===== src/rtl/sync_multi.sv =====
// sync_multi: WIDTH-channel asynchronous-input synchronizer with an optional
// per-channel stability filter and registered-history rise/fall pulses.

module sync_multi_lane #(
    parameter int   STAGES     = 2,
    parameter logic RST_BIT    = 1'b0,
    parameter int   FILTER_LEN = 0,
    parameter int   CNT_W      = 1
) (
    input  logic clk,
    input  logic rst,
    input  logic async_in,
    output logic sync_out,
    output logic rise_pulse,
    output logic fall_pulse
);
    logic [STAGES-1:0] chain;
    logic              s;
    logic              prev;

    // Plain flop chain: only chain[0] touches the asynchronous input.
    always_ff @(posedge clk) begin
        if (rst) chain <= {STAGES{RST_BIT}};
        else     chain <= {chain[STAGES-2:0], async_in};
    end

    assign s = chain[STAGES-1];

    generate
        if (FILTER_LEN == 0) begin : g_nofilt
            assign sync_out = s;
        end else begin : g_filt
            localparam logic [CNT_W-1:0] CNT_MAX = CNT_W'(FILTER_LEN - 1);
            logic [CNT_W-1:0] cnt;
            logic             f;

            // A new level must differ from f for FILTER_LEN straight cycles;
            // any return to f restarts the count.
            always_ff @(posedge clk) begin
                if (rst) begin
                    cnt <= '0;
                    f   <= RST_BIT;
                end else if (s == f) begin
                    cnt <= '0;
                end else if (cnt == CNT_MAX) begin
                    f   <= s;
                    cnt <= '0;
                end else begin
                    cnt <= cnt + CNT_W'(1);
                end
            end

            assign sync_out = f;
        end
    endgenerate

    always_ff @(posedge clk) begin
        if (rst) prev <= RST_BIT;
        else     prev <= sync_out;
    end

    assign rise_pulse = sync_out & ~prev;
    assign fall_pulse = ~sync_out & prev;
endmodule

module sync_multi #(
    parameter int               WIDTH      = 4,
    parameter int               STAGES     = 2,
    parameter logic [WIDTH-1:0] RST_VAL    = {WIDTH{1'b0}},
    parameter int               FILTER_LEN = 0
) (
    input  logic             clk,
    input  logic             rst,
    input  logic [WIDTH-1:0] async_in,
    output logic [WIDTH-1:0] sync_out,
    output logic [WIDTH-1:0] rise_pulse,
    output logic [WIDTH-1:0] fall_pulse,
    output logic             any_change
);
    localparam int CNT_W = (FILTER_LEN < 1) ? 1 : $clog2(FILTER_LEN + 1);

    generate
        if (STAGES < 2) begin : g_bad_stages
            $error("sync_multi: STAGES must be at least 2");
        end
    endgenerate

    for (genvar i = 0; i < WIDTH; i++) begin : g_lane
        sync_multi_lane #(
            .STAGES     (STAGES),
            .RST_BIT    (RST_VAL[i]),
            .FILTER_LEN (FILTER_LEN),
            .CNT_W      (CNT_W)
        ) u_lane (
            .clk        (clk),
            .rst        (rst),
            .async_in   (async_in[i]),
            .sync_out   (sync_out[i]),
            .rise_pulse (rise_pulse[i]),
            .fall_pulse (fall_pulse[i])
        );
    end

    assign any_change = |(rise_pulse | fall_pulse);
endmodule


===== config.mk =====
export PLATFORM = sky130hd
export DESIGN_NAME = sync_multi
export DESIGN_NICKNAME = d
export VERILOG_FILES = /design/src/rtl/sync_multi.sv
export SDC_FILE = /design/constraint.sdc
export NUM_CORES = 1
export LEC_CHECK = 0
export CORE_AREA = 2 2 39 41
export DETAILED_ROUTE_END_ITERATION = 8
export DIE_AREA = 0 0 41 43
export PLACE_DENSITY = 0.76
export RECOVER_POWER = 100
export SYNTH_ARGS = -nofsm -noshare
export SYNTH_HDL_FRONTEND = slang
export SYNTH_SLANG_ARGS = --single-unit
export TNS_END_PERCENT = 5

===== constraint.sdc =====
create_clock -name clk -period 1.75 [get_ports clk]
set_input_delay 0.2625 -clock clk [delete_from_list [all_inputs] [get_ports clk]]
set_output_delay 0.2625 -clock clk [all_outputs]
set_load 0.05 [all_outputs]

Word level (Yosys, flattened, before mapping) --
Cells that the tools add are included.
Storage, ports and cells: register bits 12, bits of input ports 6, output and inout bits 13, logic and storage cells 26
Operators by class: bitwise logic cells 17, reductions and logical operators 1
Operators with widths (number):
- AND 1 bit | 8
- inverter 1 bit | 8
- OR 4 bit | 1
- OR reduction 4 bit | 1

Logic depth before layout (Yosys ltp) --
Gate-level depths: netlist (run 1).
depth in word-level cells 4, gate-level depth with buffers 3, mapped depth without buffers 3

Cells and area by module --
From an unflattened synthesis (run 1), not the netlist that was laid out.
Second synthesis, totals: cells, all modules 35, area, all modules 381.6 um^2
Modules (own cells, without submodules):
- sync_multi_lane | times used 4, cells each 8, area an instance 91.3 um^2, sequential area each 60.1 um^2
- sync_multi | times used 1, cells each 3, area an instance 16.3 um^2, sequential area each 0.0 um^2

Least setup slack after synthesis (run 1) --
No wires, ideal clock.
kind register to output, from register g_lane[1].u_lane.prev, to output port any_change, arrival 1.088 ns, data required time 1.487 ns, slack 0.399 ns, cell stages (with the launch flop) 4, path buffers 0, path through dfxtp_1 -> inv_1 -> ha_1 -> nand4_1
On the way: longest elaborated chain between the ends 4, elaborated cells on any way between the ends 5, classes of those cells bitwise: 4; reduce/logical: 1
Ends and longest elaborated chain:
- from (decl) | RTL line 19 | logic prev;
- from (signal assigned) | RTL line 59 | else prev <= sync_out;
- inverter 1 bit | RTL line 62 | assign rise_pulse = sync_out & ~prev;
- AND 1 bit | RTL line 62
- OR 4 bit * | RTL line 104 | assign any_change = |(rise_pulse | fall_pulse);
- OR reduction 4 bit * | RTL line 104
- to (decl) | RTL line 78 | output logic any_change
Every way passes the cells marked *; elsewhere a longest branch is shown, timed or not.

Worst setup path after layout (run 1) --
from register g_lane[2].u_lane.prev, to output port any_change
On the way: longest elaborated chain between the ends 4, elaborated cells on any way between the ends 5, classes of those cells bitwise: 4; reduce/logical: 1
Ends and longest elaborated chain (RTL line):
- from (decl) | 19
- from (signal assigned) | 59
- inverter 1 bit | 62
- AND 1 bit | 62
- OR 4 bit * | 104
- OR reduction 4 bit * | 104
Marked as above.

==> results of run 1 <==
worst paths after layout:
kind                                                to  slack (ns)  cells past startpoint
hold / removal    g_lane[0].u_lane.chain[1]$_SDFF_PP0_        0.44                      1
setup / recovery                            any_change        0.19                      4
hold reg to reg   g_lane[0].u_lane.chain[1]$_SDFF_PP0_        0.44                      1
setup reg to reg      g_lane[0].u_lane.prev$_SDFF_PP0_        1.15                      1
routing by layer:
metal  share of wire (%)  up-vias  GRT usage [%]
met5                   0        -              0
met4                 2.8        0           12.0
met3                  10        2           1.57
met2                  48       15           12.2
met1                  39      135           7.52
li1                    -      171              -
cells in the mapped netlist (all sizes together):
cell	n	share of area, %
buf	13	17
nand4	1	1.1
inv	8	5.1
ha	8	17
dfxtp	12	41
nor2b	10	16
and2b	2	3.0
layout make-up:
cell class / instances / area share, %
multi-input cells: 21 / 33.5
clock buffers: 4 / 5.49
inverters: 8 / 4.55
repair buffers: 20 / 17.0
flip-flops and latches: 12 / 36.4
well taps: 16 / 3.03
registers in the layout, indices dropped and copies added (netlist names):
name and cells:
g_lane.u_lane.prev 4, g_lane.u_lane.chain 8
worst max-delay path, stage by stage, from the launching register on:
cell and delay (ns):
sky130_fd_sc_hd__dfxtp_1 0.34, sky130_fd_sc_hd__inv_1 0.05, sky130_fd_sc_hd__ha_1 0.28, sky130_fd_sc_hd__nand4_1 0.09, sky130_fd_sc_hd__clkbuf_2 0.28
power groups by stage:
| stage | Combinational, mW | Sequential [mW] | Clock [mW] |
|---|---|---|---|
| after detailed placement | 0.122 | 0.296 | 0 |
| final | 0.0979 | 0.289 | 0.205 |
| after CTS | 0.122 | 0.290 | 0.213 |
| after global routing | 0.106 | 0.291 | 0.228 |
| after global placement | 0.121 | 0.295 | 0 |
| after floorplan | 0.0898 | 0.295 | 0 |
cells by family (layout without fill, tap and decap cells):
logic type / Yosys count / after routing
flip-flops: 12 / 12
buffers and inverters: 21 / 32
adder cells (fa/ha/maj): 8 / 8
AND/OR/NAND/NOR: 13 / 13
==> out/summary.log, run 1 <==
INFO  outcome        run_status=finished, final reports clean
INFO  placement      place.port_buffers=18
INFO  timing         grt_setup_unrepaired=false
INFO  hold_path      min_from=g_lane[0].u_lane.chain[0]$_SDFF_PP0_
INFO  timing         fin_tns_setup=0ns
INFO  timing         period_minus_slack=1.56ns
INFO  global_routing grt.overflow.total=0
INFO  setup_path     critPathLaunchType=flip-flop
INFO  clock_network  postCtsHoldBufs=0
INFO  finish         multi_input_area=221um^2
INFO  placement      detailed_place.area=687um^2
INFO  global_routing grt_max_degree=8
INFO  setup_path     worstPathRequired=1.49ns
INFO  finish         most-common-layout-cells=12 x sky130_fd_sc_hd__dfxtp_1, 10 x sky130_fd_sc_hd__clkbuf_1, 8 x sky130_fd_sc_hd__inv_1, 8 x sky130_fd_sc_hd__nor2b_2, 8 x sky130_fd_sc_hd__ha_1
INFO  pwr            sw_frac_of_total=25.4%
INFO  synth          synth_compound_gate_area_share=0%
INFO  setup_path     worst-path-max-fanout=2
INFO  floorplanning  std_cell_rows=14
INFO  global_routing grt_usage=8.38%
INFO  synth          yosys_cell_types=9
INFO  timing         max_clock_freq=0.641GHz
INFO  setup_path     r2r-start=g_lane[0].u_lane.chain[1]$_SDFF_PP0_
INFO  finish         finalNonFillerCells=81
INFO  finish         final_util=47.7%
INFO  clock_network  insertion_delay=0.26ns
INFO  timing         worst_max_slew_pin_slew=0.597ns
INFO  synth          synth_sequential_area_ratio=40.5%
INFO  detailed_routing detail_route.iter0.violations=1
INFO  pwr            finalPower=0.593mW
INFO  placement      gpl.final_weighted_congestion=0.622
INFO  finish         combined_flip_flop_and_latch_cell_area=240um^2
INFO  global_routing vias_in_the_first_global_route=252
INFO  clock_network  cts_htree_levels=1
INFO  clock_network  clock_path_buffers=2
INFO  finish         fill_cells=141
INFO  detailed_routing num_vias=323
INFO  finish         syn2layout_area_growth=11.4%
INFO  detailed_routing wl=611um
INFO  clock_network  cts_num_sinks=12
INFO  clock_network  postCtsResizedCells=0
INFO  floorplanning  die-area=1760um^2
INFO  timing         final-hold-violation-count=0
INFO  synth          synth_area=593um^2
INFO  timing         maxSlewViolCount=0
INFO  detailed_routing first_pass_iters=4
INFO  detailed_routing final_antenna_violating_net_count=0
INFO  floorplanning  floorplan.io_pins=19
INFO  synth          synth_simple_gate_area_share=20.5%
INFO  hold_path      worst_hold_path_type=reg -> reg
INFO  synth          synthesis.instances=54
INFO  finish         diodes=0
INFO  flow_run       max_cap_violations=0
INFO  finish         stdcell_area=661um^2
INFO  timing         crit_path_setup_slack_layout=0.189ns
INFO  clock_network  cts.root.buffer_cell=sky130_fd_sc_hd__clkbuf_4
INFO  synth          synth_top_family_by_area=buffers and inverters
INFO  pwr            powerDensity=897nW/um^2
INFO  synth          synthXorXnorAreaFrac=0%
INFO  detailed_routing drt-vias-per-instance=3.99
INFO  synth          adder_and_majority_cell_fraction_of_the_synthesized_area=16.9%
INFO  setup_path     timing.critical_path.arrival=1.30ns
INFO  setup_path     cp-startpoint=g_lane[2].u_lane.prev$_SDFF_PP0_
INFO  detailed_routing wl_per_cell=7.54um
INFO  floorplanning  coreArea=1380um^2
INFO  setup_path     ws_path_type=reg -> out
INFO  placement      pre_cts_ws=0.512ns
INFO  synth          postSynthNetCount=68
INFO  clock_network  path_clk_slew=0.07ns
INFO  floorplanning  die_w=41um
INFO  finish         layout-drive-gt1-share=32.3%
INFO  global_routing grt_first_pass_wirelength=890um
INFO  floorplanning  floorplan.die.height=43um
INFO  pwr            seqPwrFrac=48.8%
INFO  pwr            clock_power_share=34.6%
INFO  synth          synth.ff_latch_count=12
INFO  clock_network  cts_tree=yes
INFO  setup_path     worstSetupEndpointType=output pin
INFO  clock_network  inserted_clock_buffers=3
INFO  timing         holdWs=0.439ns
INFO  synth          yosys_warnings=0
INFO  pwr            total_leakage_power=0.286nW
INFO  pwr            power_report.internal_total=0.442mW
INFO  floorplanning  initial_utilization=42.9%
INFO  timing         final_min_period_over_clock_period=89.2%
INFO  clock_network  post-cts-setup-buffer-count=0
INFO  synth          syn-mean-instance-area=11.0um^2
INFO  pwr            ir_worst_vdd=0.391mV
INFO  timing         setup_viol_count_final=0
INFO  synth          synthMuxAreaShare=0%
INFO  placement      numPlacedInstances=77
INFO  timing         clock-skew-final=0.00231ns
INFO  detailed_routing drcViolationCount=0
INFO  pwr            power_frac_comb=16.5%
INFO  finish         num-nets-final=80
INFO  timing         maxSlewHeadroom=60.3%
INFO  finish         mostFrequentLayoutCell=sky130_fd_sc_hd__dfxtp_1
INFO  pwr            switching_power=0.150mW
INFO  global_routing grt_antenna_before_repair=0
Note: power is estimated with default switching activity, not from simulation.
==> run 2, diff against run 1 <==
Settings changed: PLACE_DENSITY 0.76 to 0.77.
==> run 2 against run 1 <==
Against the previous run: cell count is the same; global-route usage is 0.81 points higher; largest cell class unchanged; critical path type unchanged; clock-buffer cell count unchanged; combinational power is 0.7% higher; via count is 0.31% higher; final area is 0.19% higher.
==> out/summary.log, run 2 (synthesis gave the netlist of run 1 again) <==
INFO  detailed_routing wl_per_cell=8.04um
INFO  timing         maxSlewViolCount=0
INFO  setup_path     timing.critical_path.arrival=1.29ns
INFO  finish         num-nets-final=80
INFO  timing         clock-skew-final=0.000857ns
INFO  finish         mostFrequentLayoutCell=sky130_fd_sc_hd__dfxtp_1
INFO  floorplanning  initial_utilization=42.9%
INFO  global_routing grt_antenna_before_repair=0
INFO  clock_network  postCtsHoldBufs=0
INFO  detailed_routing drt-vias-per-instance=4.00
INFO  timing         crit_path_setup_slack_layout=0.193ns
INFO  detailed_routing drcViolationCount=0
INFO  timing         grt_setup_unrepaired=false
INFO  pwr            total_leakage_power=0.289nW
INFO  clock_network  postCtsResizedCells=0
INFO  timing         period_minus_slack=1.56ns
INFO  placement      pre_cts_ws=0.518ns
INFO  floorplanning  floorplan.die.height=43um
INFO  global_routing grt.overflow.total=0
INFO  finish         layout-drive-gt1-share=33.8%
INFO  timing         worst_max_slew_pin_slew=0.595ns
INFO  floorplanning  floorplan.io_pins=19
INFO  clock_network  insertion_delay=0.26ns
INFO  finish         syn2layout_area_growth=11.6%
INFO  placement      hpwl=552um
INFO  timing         setup_viol_count_final=0
INFO  floorplanning  coreArea=1380um^2
INFO  clock_network  clock_path_buffers=2
INFO  clock_network  path_clk_slew=0.07ns
INFO  clock_network  inserted_clock_buffers=3
INFO  finish         diodes=0
INFO  detailed_routing wl=651um
INFO  finish         top_registers=g_lane.u_lane.chain x8, g_lane.u_lane.prev x4
INFO  global_routing grt_first_pass_wirelength=1.09mm
INFO  pwr            powerDensity=900nW/um^2
INFO  clock_network  cts.root.buffer_cell=sky130_fd_sc_hd__clkbuf_4
INFO  placement      gpl.final_weighted_congestion=0.621
INFO  global_routing vias_in_the_first_global_route=300
INFO  detailed_routing detail_route.iter0.violations=0
INFO  outcome        run_status=finished, final reports clean
INFO  timing         max_clock_freq=0.642GHz
INFO  timing         final_min_period_over_clock_period=89.0%
INFO  clock_network  cts_tree=yes
INFO  setup_path     worstSetupEndpointType=output pin
INFO  detailed_routing num_vias=324
INFO  detailed_routing first_pass_iters=1
INFO  floorplanning  die-area=1760um^2
INFO  clock_network  post-cts-setup-buffer-count=0
INFO  setup_path     critPathLaunchType=flip-flop
INFO  global_routing grt_usage=9.18%
INFO  hold_path      worst_hold_path_type=reg -> reg
INFO  clock_network  cts_num_sinks=12
INFO  finish         fill_cells=142
INFO  pwr            ir_worst_vdd=0.374mV
INFO  clock_network  cts_htree_levels=1
INFO  placement      place.port_buffers=18
INFO  global_routing grt_max_degree=8
INFO  setup_path     worstPathRequired=1.49ns
INFO  finish         largest_register_by_flop_count=g_lane.u_lane.chain
INFO  timing         fin_tns_setup=0ns
INFO  detailed_routing final_antenna_violating_net_count=0
INFO  timing         maxSlewHeadroom=60.5%
INFO  floorplanning  die_w=41um
INFO  flow_run       max_cap_violations=0
INFO  setup_path     ws_path_type=reg -> out
INFO  timing         final-hold-violation-count=0
INFO  setup_path     worst-path-max-fanout=2
INFO  finish         most-common-layout-cells=12 x sky130_fd_sc_hd__dfxtp_1, 9 x sky130_fd_sc_hd__clkbuf_1, 8 x sky130_fd_sc_hd__inv_1, 8 x sky130_fd_sc_hd__nor2b_2, 8 x sky130_fd_sc_hd__ha_1
INFO  floorplanning  std_cell_rows=14
INFO  finish         largest_register_ff_count=8
[run 2: cell counts in the layout (fill, tap and decap cells not counted)]
Identical to the previous run, type by type.
[run 2: report_power, final]
group / leakage, nW / internal, mW / switching (mW)
clock network: 0.0210 / 0.126 / 0.0816
registers: 0.0988 / 0.284 / 0.00542
logic: 0.169 / 0.0323 / 0.0663
total: 0.289 / 0.443 / 0.153
[run 2: cell type report]
type | count | area (um^2) | share of cell area (%)
inverter | 8 | 30.0 | 4.54
tap | 16 | 20.0 | 3.02
timing repair buffer | 20 | 114 | 17.2
sequential | 12 | 240 | 36.3
clock buffer | 4 | 36.3 | 5.48
multi-input combinational | 21 | 221 | 33.5
[run 2: through the flow]
| step | utilization [%] | power (mW) | instance area (um^2) | hold WS (ns) | instances |
|---|---|---|---|---|---|
| 2_1_floorplan | - | 0.384 | 593 | 0.392 | 54 |
| 3_3_place_gp | 49.6 | 0.416 | 687 | 0.419 | 77 |
| 3_5_place_dp | 49.6 | 0.419 | 687 | 0.430 | 77 |
| 4_1_cts | 52.3 | 0.625 | 723 | 0.447 | 81 |
| 5_1_grt | 47.8 | 0.622 | 662 | 0.463 | 81 |
| 6_report | 47.8 | 0.596 | 662 | 0.438 | 81 |
[run 2: path summary, 6_finish.rpt]
check                                         end  slack (ns)                            startpoint  cells past startpoint
max                                    any_change        0.19      g_lane[2].u_lane.prev$_SDFF_PP0_                      4
max reg2reg      g_lane[3].u_lane.prev$_SDFF_PP0_        1.15  g_lane[3].u_lane.chain[1]$_SDFF_PP0_                      1
min          g_lane[2].u_lane.chain[1]$_SDFF_PP0_        0.44  g_lane[2].u_lane.chain[0]$_SDFF_PP0_                      1
min reg2reg  g_lane[2].u_lane.chain[1]$_SDFF_PP0_        0.44  g_lane[2].u_lane.chain[0]$_SDFF_PP0_                      1
[run 2: layer usage]
layer  up-vias  share of wire [%]  global-route usage [%]
met3         2                9.1                    1.57
met4         0                2.5                    6.00
met5         -                  0                       0
met1       139                 40                    9.48
met2        14                 48                    15.6
li1        169                  -                       -
[run 2: critical path, cell delays in order, from the launching register on]
cell                       delay, ns
sky130_fd_sc_hd__dfxtp_1        0.33
sky130_fd_sc_hd__inv_1          0.04
sky130_fd_sc_hd__ha_1           0.29
sky130_fd_sc_hd__nand4_1        0.09
sky130_fd_sc_hd__clkbuf_2       0.28
==> run 3, diff against run 2 <==
Settings changed: MAX_ROUTING_LAYER from default to met4, SLEW_MARGIN from default to 25.
==> results of run 3 <==
Same layout as run 2: the final DEF is identical, and so are final timing and power.
Main changes from that run: final weighted congestion in routability-driven placement 0.621 -> 0.625; overall routing resource usage 9.18% -> 9.41%
